===== src/rtl/wb_ddr2_port_arb.sv =====
// Two-master Wishbone arbiter in front of a single DDR2 controller slave port.
// Round-robin on ties, grant held for the whole cyc, forced error after TIMEOUT wait cycles.
module wb_ddr2_port_arb #(
    parameter int unsigned TIMEOUT = 255
) (
    input  logic        wb_clk,
    input  logic        wb_rst,
    input  logic [31:0] m0_adr_i,
    input  logic [31:0] m0_dat_i,
    input  logic [3:0]  m0_sel_i,
    input  logic [2:0]  m0_cti_i,
    input  logic [1:0]  m0_bte_i,
    input  logic        m0_cyc_i,
    input  logic        m0_stb_i,
    input  logic        m0_we_i,
    output logic [31:0] m0_dat_o,
    output logic        m0_ack_o,
    output logic        m0_err_o,
    output logic        m0_rty_o,
    input  logic [31:0] m1_adr_i,
    input  logic [31:0] m1_dat_i,
    input  logic [3:0]  m1_sel_i,
    input  logic [2:0]  m1_cti_i,
    input  logic [1:0]  m1_bte_i,
    input  logic        m1_cyc_i,
    input  logic        m1_stb_i,
    input  logic        m1_we_i,
    output logic [31:0] m1_dat_o,
    output logic        m1_ack_o,
    output logic        m1_err_o,
    output logic        m1_rty_o,
    output logic [31:0] s_adr_o,
    output logic [31:0] s_dat_o,
    output logic [3:0]  s_sel_o,
    output logic [2:0]  s_cti_o,
    output logic [1:0]  s_bte_o,
    output logic        s_cyc_o,
    output logic        s_stb_o,
    output logic        s_we_o,
    input  logic [31:0] s_dat_i,
    input  logic        s_ack_i,
    input  logic        s_err_i,
    input  logic        s_rty_i,
    output logic [1:0]  dbg_state_o
);

    typedef enum logic [1:0] {
        IDLE = 2'd0,
        GNT0 = 2'd1,
        GNT1 = 2'd2
    } state_t;

    localparam logic [15:0] WAIT_LAST = 16'(TIMEOUT - 1);

    state_t      state_q, state_d;
    logic        last_q, last_d;
    logic [15:0] wait_q, wait_d;
    logic        sel0, sel1, m_stb, term, timeout_hit;

    always_ff @(posedge wb_clk or posedge wb_rst) begin
        if (wb_rst) begin
            state_q <= IDLE;
            last_q  <= 1'b1;
            wait_q  <= 16'd0;
        end else begin
            state_q <= state_d;
            last_q  <= last_d;
            wait_q  <= wait_d;
        end
    end

    // Outputs are gated with wb_rst so an asserted reset silences both sides immediately.
    always_comb begin
        sel0    = (state_q == GNT0) && !wb_rst;
        sel1    = (state_q == GNT1) && !wb_rst;
        s_adr_o = 32'd0;
        s_dat_o = 32'd0;
        s_sel_o = 4'd0;
        s_cti_o = 3'd0;
        s_bte_o = 2'd0;
        s_cyc_o = 1'b0;
        s_we_o  = 1'b0;
        m_stb   = 1'b0;
        if (sel0) begin
            s_adr_o = m0_adr_i;
            s_dat_o = m0_dat_i;
            s_sel_o = m0_sel_i;
            s_cti_o = m0_cti_i;
            s_bte_o = m0_bte_i;
            s_cyc_o = m0_cyc_i;
            s_we_o  = m0_we_i;
            m_stb   = m0_stb_i;
        end else if (sel1) begin
            s_adr_o = m1_adr_i;
            s_dat_o = m1_dat_i;
            s_sel_o = m1_sel_i;
            s_cti_o = m1_cti_i;
            s_bte_o = m1_bte_i;
            s_cyc_o = m1_cyc_i;
            s_we_o  = m1_we_i;
            m_stb   = m1_stb_i;
        end
        term        = s_ack_i || s_err_i || s_rty_i;
        // A real slave termination in the last wait cycle wins over the forced error.
        timeout_hit = s_cyc_o && m_stb && !term && (wait_q == WAIT_LAST);
        s_stb_o     = m_stb && !timeout_hit;

        m0_dat_o = 32'd0;
        m0_ack_o = 1'b0;
        m0_err_o = 1'b0;
        m0_rty_o = 1'b0;
        m1_dat_o = 32'd0;
        m1_ack_o = 1'b0;
        m1_err_o = 1'b0;
        m1_rty_o = 1'b0;
        if (sel0) begin
            m0_dat_o = s_dat_i;
            m0_ack_o = s_ack_i;
            m0_err_o = s_err_i || timeout_hit;
            m0_rty_o = s_rty_i;
        end else if (sel1) begin
            m1_dat_o = s_dat_i;
            m1_ack_o = s_ack_i;
            m1_err_o = s_err_i || timeout_hit;
            m1_rty_o = s_rty_i;
        end
    end

    always_comb begin
        state_d = state_q;
        case (state_q)
            IDLE: begin
                if (m0_cyc_i && !m1_cyc_i)      state_d = GNT0;
                else if (m1_cyc_i && !m0_cyc_i) state_d = GNT1;
                else if (m0_cyc_i && m1_cyc_i)  state_d = last_q ? GNT0 : GNT1;
            end
            GNT0: if (!m0_cyc_i) state_d = m1_cyc_i ? GNT1 : IDLE;
            GNT1: if (!m1_cyc_i) state_d = m0_cyc_i ? GNT0 : IDLE;
            default: state_d = IDLE;
        endcase

        last_d = last_q;
        if (state_d == GNT1 && state_q != GNT1) last_d = 1'b1;
        if (state_d == GNT0 && state_q != GNT0) last_d = 1'b0;

        // The forced-error cycle drops s_stb_o, so it also clears the counter here.
        wait_d = 16'd0;
        if (state_d == state_q && s_cyc_o && s_stb_o && !term) wait_d = wait_q + 16'd1;

        dbg_state_o = state_q;
    end

endmodule

===== config.mk =====
export PLATFORM = sky130hd
export DESIGN_NAME = wb_ddr2_port_arb
export DESIGN_NICKNAME = d
export VERILOG_FILES = /design/src/rtl/wb_ddr2_port_arb.sv
export SDC_FILE = /design/constraint.sdc
export NUM_CORES = 1
export LEC_CHECK = 0
export ABC_CLOCK_PERIOD_IN_PS = 1970
export CAP_MARGIN = 20
export CORE_AREA = 3 3 130 132
export DETAILED_ROUTE_END_ITERATION = 10
export DIE_AREA = 0 0 133 135
export PLACE_DENSITY_LB_ADDON = 0.2
export SLEW_MARGIN = 20
export SYNTH_ARGS = -nofsm -noshare
export SYNTH_HDL_FRONTEND = slang
export SYNTH_SLANG_ARGS = --single-unit
export TNS_END_PERCENT = 30

===== constraint.sdc =====
create_clock -name wb_clk -period 1.97 [get_ports wb_clk]
set_input_delay 0.197 -clock wb_clk [delete_from_list [all_inputs] [get_ports wb_clk]]
set_output_delay 0.197 -clock wb_clk [all_outputs]
set_load 0.02 [all_outputs]

; Word-level counts from Yosys, hierarchy flattened
; Index checks and enable logic that the tools add are counted.
[word_totals]
register_bits = 19
word_cells = 76
input_bits = 189
[op_classes]
eq_ne = 8
reduce_logical = 24
addsub = 1
muxes = 40
[ops]
columns = op, count
row1 = 32-bit 2-to-1 mux, 7
row2 = 1-bit 2-to-1 mux, 18
row3 = 2-bit 2-to-1 mux, 9
row4 = "16-bit by 1-bit adder with 16-bit output, second input constant", 1
row5 = "16-bit by 8-bit == test with 1-bit output, second input constant", 1
row6 = 16-bit 2-to-1 mux, 1
row7 = 1-bit logical AND, 14
row8 = 4-bit 2-to-1 mux, 2
row9 = 3-bit 2-to-1 mux, 2
row10 = 2-bit case mux with 3 select lines, 1
row11 = 1-bit logical NOT, 5
row12 = "2-bit by 1-bit == test with 1-bit output, second input constant", 2
row13 = "2-bit == test, second input constant", 2
row14 = 1-bit logical OR, 3
row15 = 2-bit == test, 1
row16 = 2-bit logical NOT, 1
row17 = "2-bit by 1-bit inequality test with 1-bit output, second input constant", 1
row18 = "2-bit inequality test, second input constant", 1
row19 = 2-bit nonzero test, 1

; Logic depth before layout (Yosys ltp)
[depth]
depth_word = 12
depth_mapped = 7
ltp_nobuf = 6

; Worst setup path after synthesis
; OpenSTA, ideal clock, no wires.
[synth_path]
path_kind = register -> output
start = register wait_q[0]
end = output port m0_err_o
path_slack_ns = -0.034
arrival_time_ns = 1.807
path_stages_with_launch = 7
n_path_buf = 0
cell_sequence = dfrtp_1 inv_1 ha_1 or4b_4 nor4_4 a31oi_1 nor2b_1
[synth_between]
elab_chain_cells = 4
[synth_lines]
columns = item, line
row1 = from (decl), 57  ; logic [15:0] wait_q, wait_d;
row2 = from (signal assigned), 68  ; wait_q <= wait_d;
row3 = 16-bit by 8-bit == test with 1-bit output, 105  ; timeout_hit = s_cyc_o && m_stb && !term && (wait_q == WAIT_LAST);
row4 = 1-bit logical AND, 105
row5 = 1-bit logical OR, 119  ; m0_err_o = s_err_i || timeout_hit;
row6 = 1-bit 2-to-1 mux, 116  ; if (sel0) begin
row7 = to (decl), 18  ; output logic m0_err_o,
; No other way between the ends.

; Final worst setup path
[layout_path]
start = register wait_q[0]
end = output port m1_err_o
[layout_between]
elab_chain_cells = 5
[layout_lines]
columns = item, line
row1 = 16-bit by 8-bit == test with 1-bit output, 105
row2 = 1-bit logical AND, 105
row3 = 1-bit logical OR, 124  ; m1_err_o = s_err_i || timeout_hit;
row4 = 1-bit 2-to-1 mux, 121  ; end else if (sel1) begin
row5 = 1-bit 2-to-1 mux, 116
row6 = to (decl), 30  ; output logic m1_err_o,
; No other way between the ends.

==> summary.txt <==
Status
  • Run status: finished, violations left
  • Failing checks: setup timing

Timing
  • Final worst-path cycle share: 1.15
  • Final WS setup: -0.291 ns
  • WHS: 0.144 ns
  • Max Clk Rate: 442 MHz
  • Final hold vios: 0
  • Setup violations, final: 19
  • Setup Skew: 0.00351 ns
  • Max-slew violations: 0
  • RSZ-0062 raised after global routing: true
  • Rel. slew slack: 0.767
  • Minimum clock period: 2.26 ns
  • Slew @ Worst Pin: 0.347 ns

Power
  • Power per cell area: 390 mW/mm^2
  • Peak supply drop: 0.325 mV
  • Total power: 0.00246 W
  • LEAKAGE: 2.86 nW

Synthesis
  • Post-Syn Instances: 276
  • Syn Area/Cell: 8.25 sq um
  • Mapped cell area: 0.00228 sq mm
  • Seq/Total Area, Yosys: 0.209
  • Seq cells post-synth: 19
  • Top FF cell, synth: dfrtp_1
  • Cell variety after synth: 37
  • Synth warnings: 0
  • Ys async rst share: 1.00
  • Mapped Nets: 467
  • Post-synth EDFFs: 0

Clock tree
  • CTS tree: done
  • Clock slew at reported path FFs: 0.05 ns
  • Clk buf depth: 2
  • Worst-Skew Late Latency: 0.25 ns
  • Root Buffer: clkbuf_16
  • # clock sinks: 19
  • H-tree depth: 1
  • Num CTS Buffers: 3

Global route
  • Pin count of the biggest net entering global routing: 36
  • Number of global-route vias before repair: 3687
  • Overall routing resource usage: 0.172
  • Antenna violations before repair: 1
  • Grt ovf: 0
  • First-pass GRT wire length: 24000 um

Floorplanning
  • Die extent in x: 133 um
  • Die Y-Extent: 135 um
  • Core footprint: 0.0158 sq mm
  • DIE AREA: 0.0180 sq mm
  • Top-Level Pins: 337
  • Cell Rows: 46
  • Initial core utilization: 0.144

Critical path
  • Crit Path Class: reg -> out
  • CP Capture Type: output pin
  • Critical Path AT: 2.06 ns
  • Largest delay share family, worst path: simple AND/OR/NAND/NOR gates
  • CP max FO: 2
  • CP startpoint kind: register
  • CP peak stage delay: 0.47 ns
  • Worst-path cell chain: inv_1 -> ha_1 -> or4b_4 -> nor4_4 -> a31oi_4 -> nor2b_1 -> buf_4
  • Slowest CP cell: or4b_4
  • Critical path buffer and inverter count: 2
  • R2R setup slack: -0.09 ns
  • CP required: 1.77 ns

Place
  • Post-DP HPWL: 14100 um
  • Placer Congestion: 0.864
  • Port bufs: 336

Finish
  • Fin nets: 841
  • Share of layout cells above drive strength 1: 0.337
  • Layout area overhead: 177%
  • # diodes: 0

Route
  • Vias per cell: 4.20
  • Post-route DRC: 0
  • Post-DRT Antenna Nets: 0
  • DRT Pass-1 Iters: 4
  • Via count: 3629
  • Routed wire length per instance: 19.8 um
  • Iteration-0 DRC Markers: 98
  • Routed WL: 17100 um

Min path
  • Worst Hold Class: in -> async

Flow run
  • Maximum Capacitance Violations: 0
[registers in the layout, summed over array words and instances (netlist names)]
name / flops
wait_q: 16
dbg_state_o: 2
last_q: 1
[per-layer routing]
metal | part of all wire | vias up | GRT usage
met4 | 0.019 | 2 | 0.0381
met2 | 0.52 | 134 | 0.314
li1 | - | 1761 | -
met3 | 0.060 | 16 | 0.0399
met1 | 0.40 | 1716 | 0.206
met5 | 0.00064 | - | 0
[layout by cell type, fill, tap and decap left out, drive strengths merged, types with 3 or more instances in the layout]
master,instances
nand2,5
nor2b,3
xor2,4
nor4,6
and2,69
dfrtp,18
a22o,74
nand3b,6
clkbuf,20
inv,5
xnor2,10
a21oi,3
nand3,4
nand4,4
nor2,21
clkdlybuf4s50,190
buf,150
clkdlybuf4s15,29
dlygate4sd2,9
[timing repair]
action / CTS / global route
setup buffers: 5 / 2
pin swaps: 19 / 5
hold buffers: 0 / 0
endpoints found under the setup margin: 151 / 149
resized for setup: 532 / 46
gates cloned: 2 / 3
[report_power, final]
group          total [W]  switching, W  internal (W)
combinational    0.00162      0.000726      0.000892
sequential      0.000424     0.0000179      0.000406
clock           0.000414      0.000139      0.000275
[metrics by stage]
stage               instances  setup TNS [ns]  utilization  setup WS [ns]  area, sq um
CTS                       860           -3.74        0.393         -0.346         6220
finish                    865           -2.04        0.398         -0.291         6300
global route              865           -4.01        0.398         -0.409         6300
global placement          849          -46.70        0.396         -0.519         6270
floorplan                 276         -0.0687            -        -0.0343         2280
detailed placement        849          -49.68        0.396         -0.551         6270
[layout make-up]
| type | count | area, sq um |
|---|---|---|
| Tap cell | 216 | 270 |
| Fill cell | 1609 | 9530 |
| Timing Repair Buffer | 395 | 3700 |
| Inverter | 5 | 18.8 |
| Clock buffer | 4 | 78.8 |
| Multi-Input combinational cell | 226 | 1750 |
| Sequential cell | 19 | 479 |
[logic make-up after synthesis]
| logic type | count (synthesis) | share of synthesized area |
|---|---|---|
| adders and majority gates | 2 | 0.0110 |
| and+or+nand+nor | 126 | 0.352 |
| buffers and inverters | 32 | 0.0627 |
| AOI/OAI and AO/OA | 83 | 0.311 |
| xor gates and xnor gates | 14 | 0.0539 |
| DFF | 19 | 0.209 |
[synth_stat cells, types with 2 or more instances]
library cell,instances,area share
nor2_1,11,0.018
xor2_1,4,0.015
ha_1,2,0.011
nand4_1,3,0.0082
a22o_1,74,0.28
nor2_2,10,0.027
nor4_1,5,0.014
nor2b_1,3,0.0082
nand3_1,4,0.0088
a21oi_1,3,0.0066
clkbuf_1,17,0.028
nand2_1,5,0.0082
nor3b_1,2,0.0066
buf_1,4,0.0066
dfrtp_1,18,0.20
xnor2_1,10,0.038
inv_1,5,0.0082
buf_2,5,0.011
and2_1,69,0.19
nand3b_1,4,0.013
nor3_1,2,0.0044
[tightest hold or removal path: cells and delay by family]
kind / cells / cell delay (ns)
buffers and inverters: 4 / 0.56
[final timing paths]
path | start | to | cells past startpoint
max in group asynchronous | wb_rst | last_q | 4
min in group wb_clk | last_q | last_q | 1
worst min-delay path | wb_rst | wait_q[0] | 4
worst min register to register | last_q | last_q | 1
worst max-delay path | wait_q[0] | m1_err_o | 7
worst max register to register | wait_q[0] | wait_q[6] | 8
Note: power is estimated with default switching activity, not from simulation.
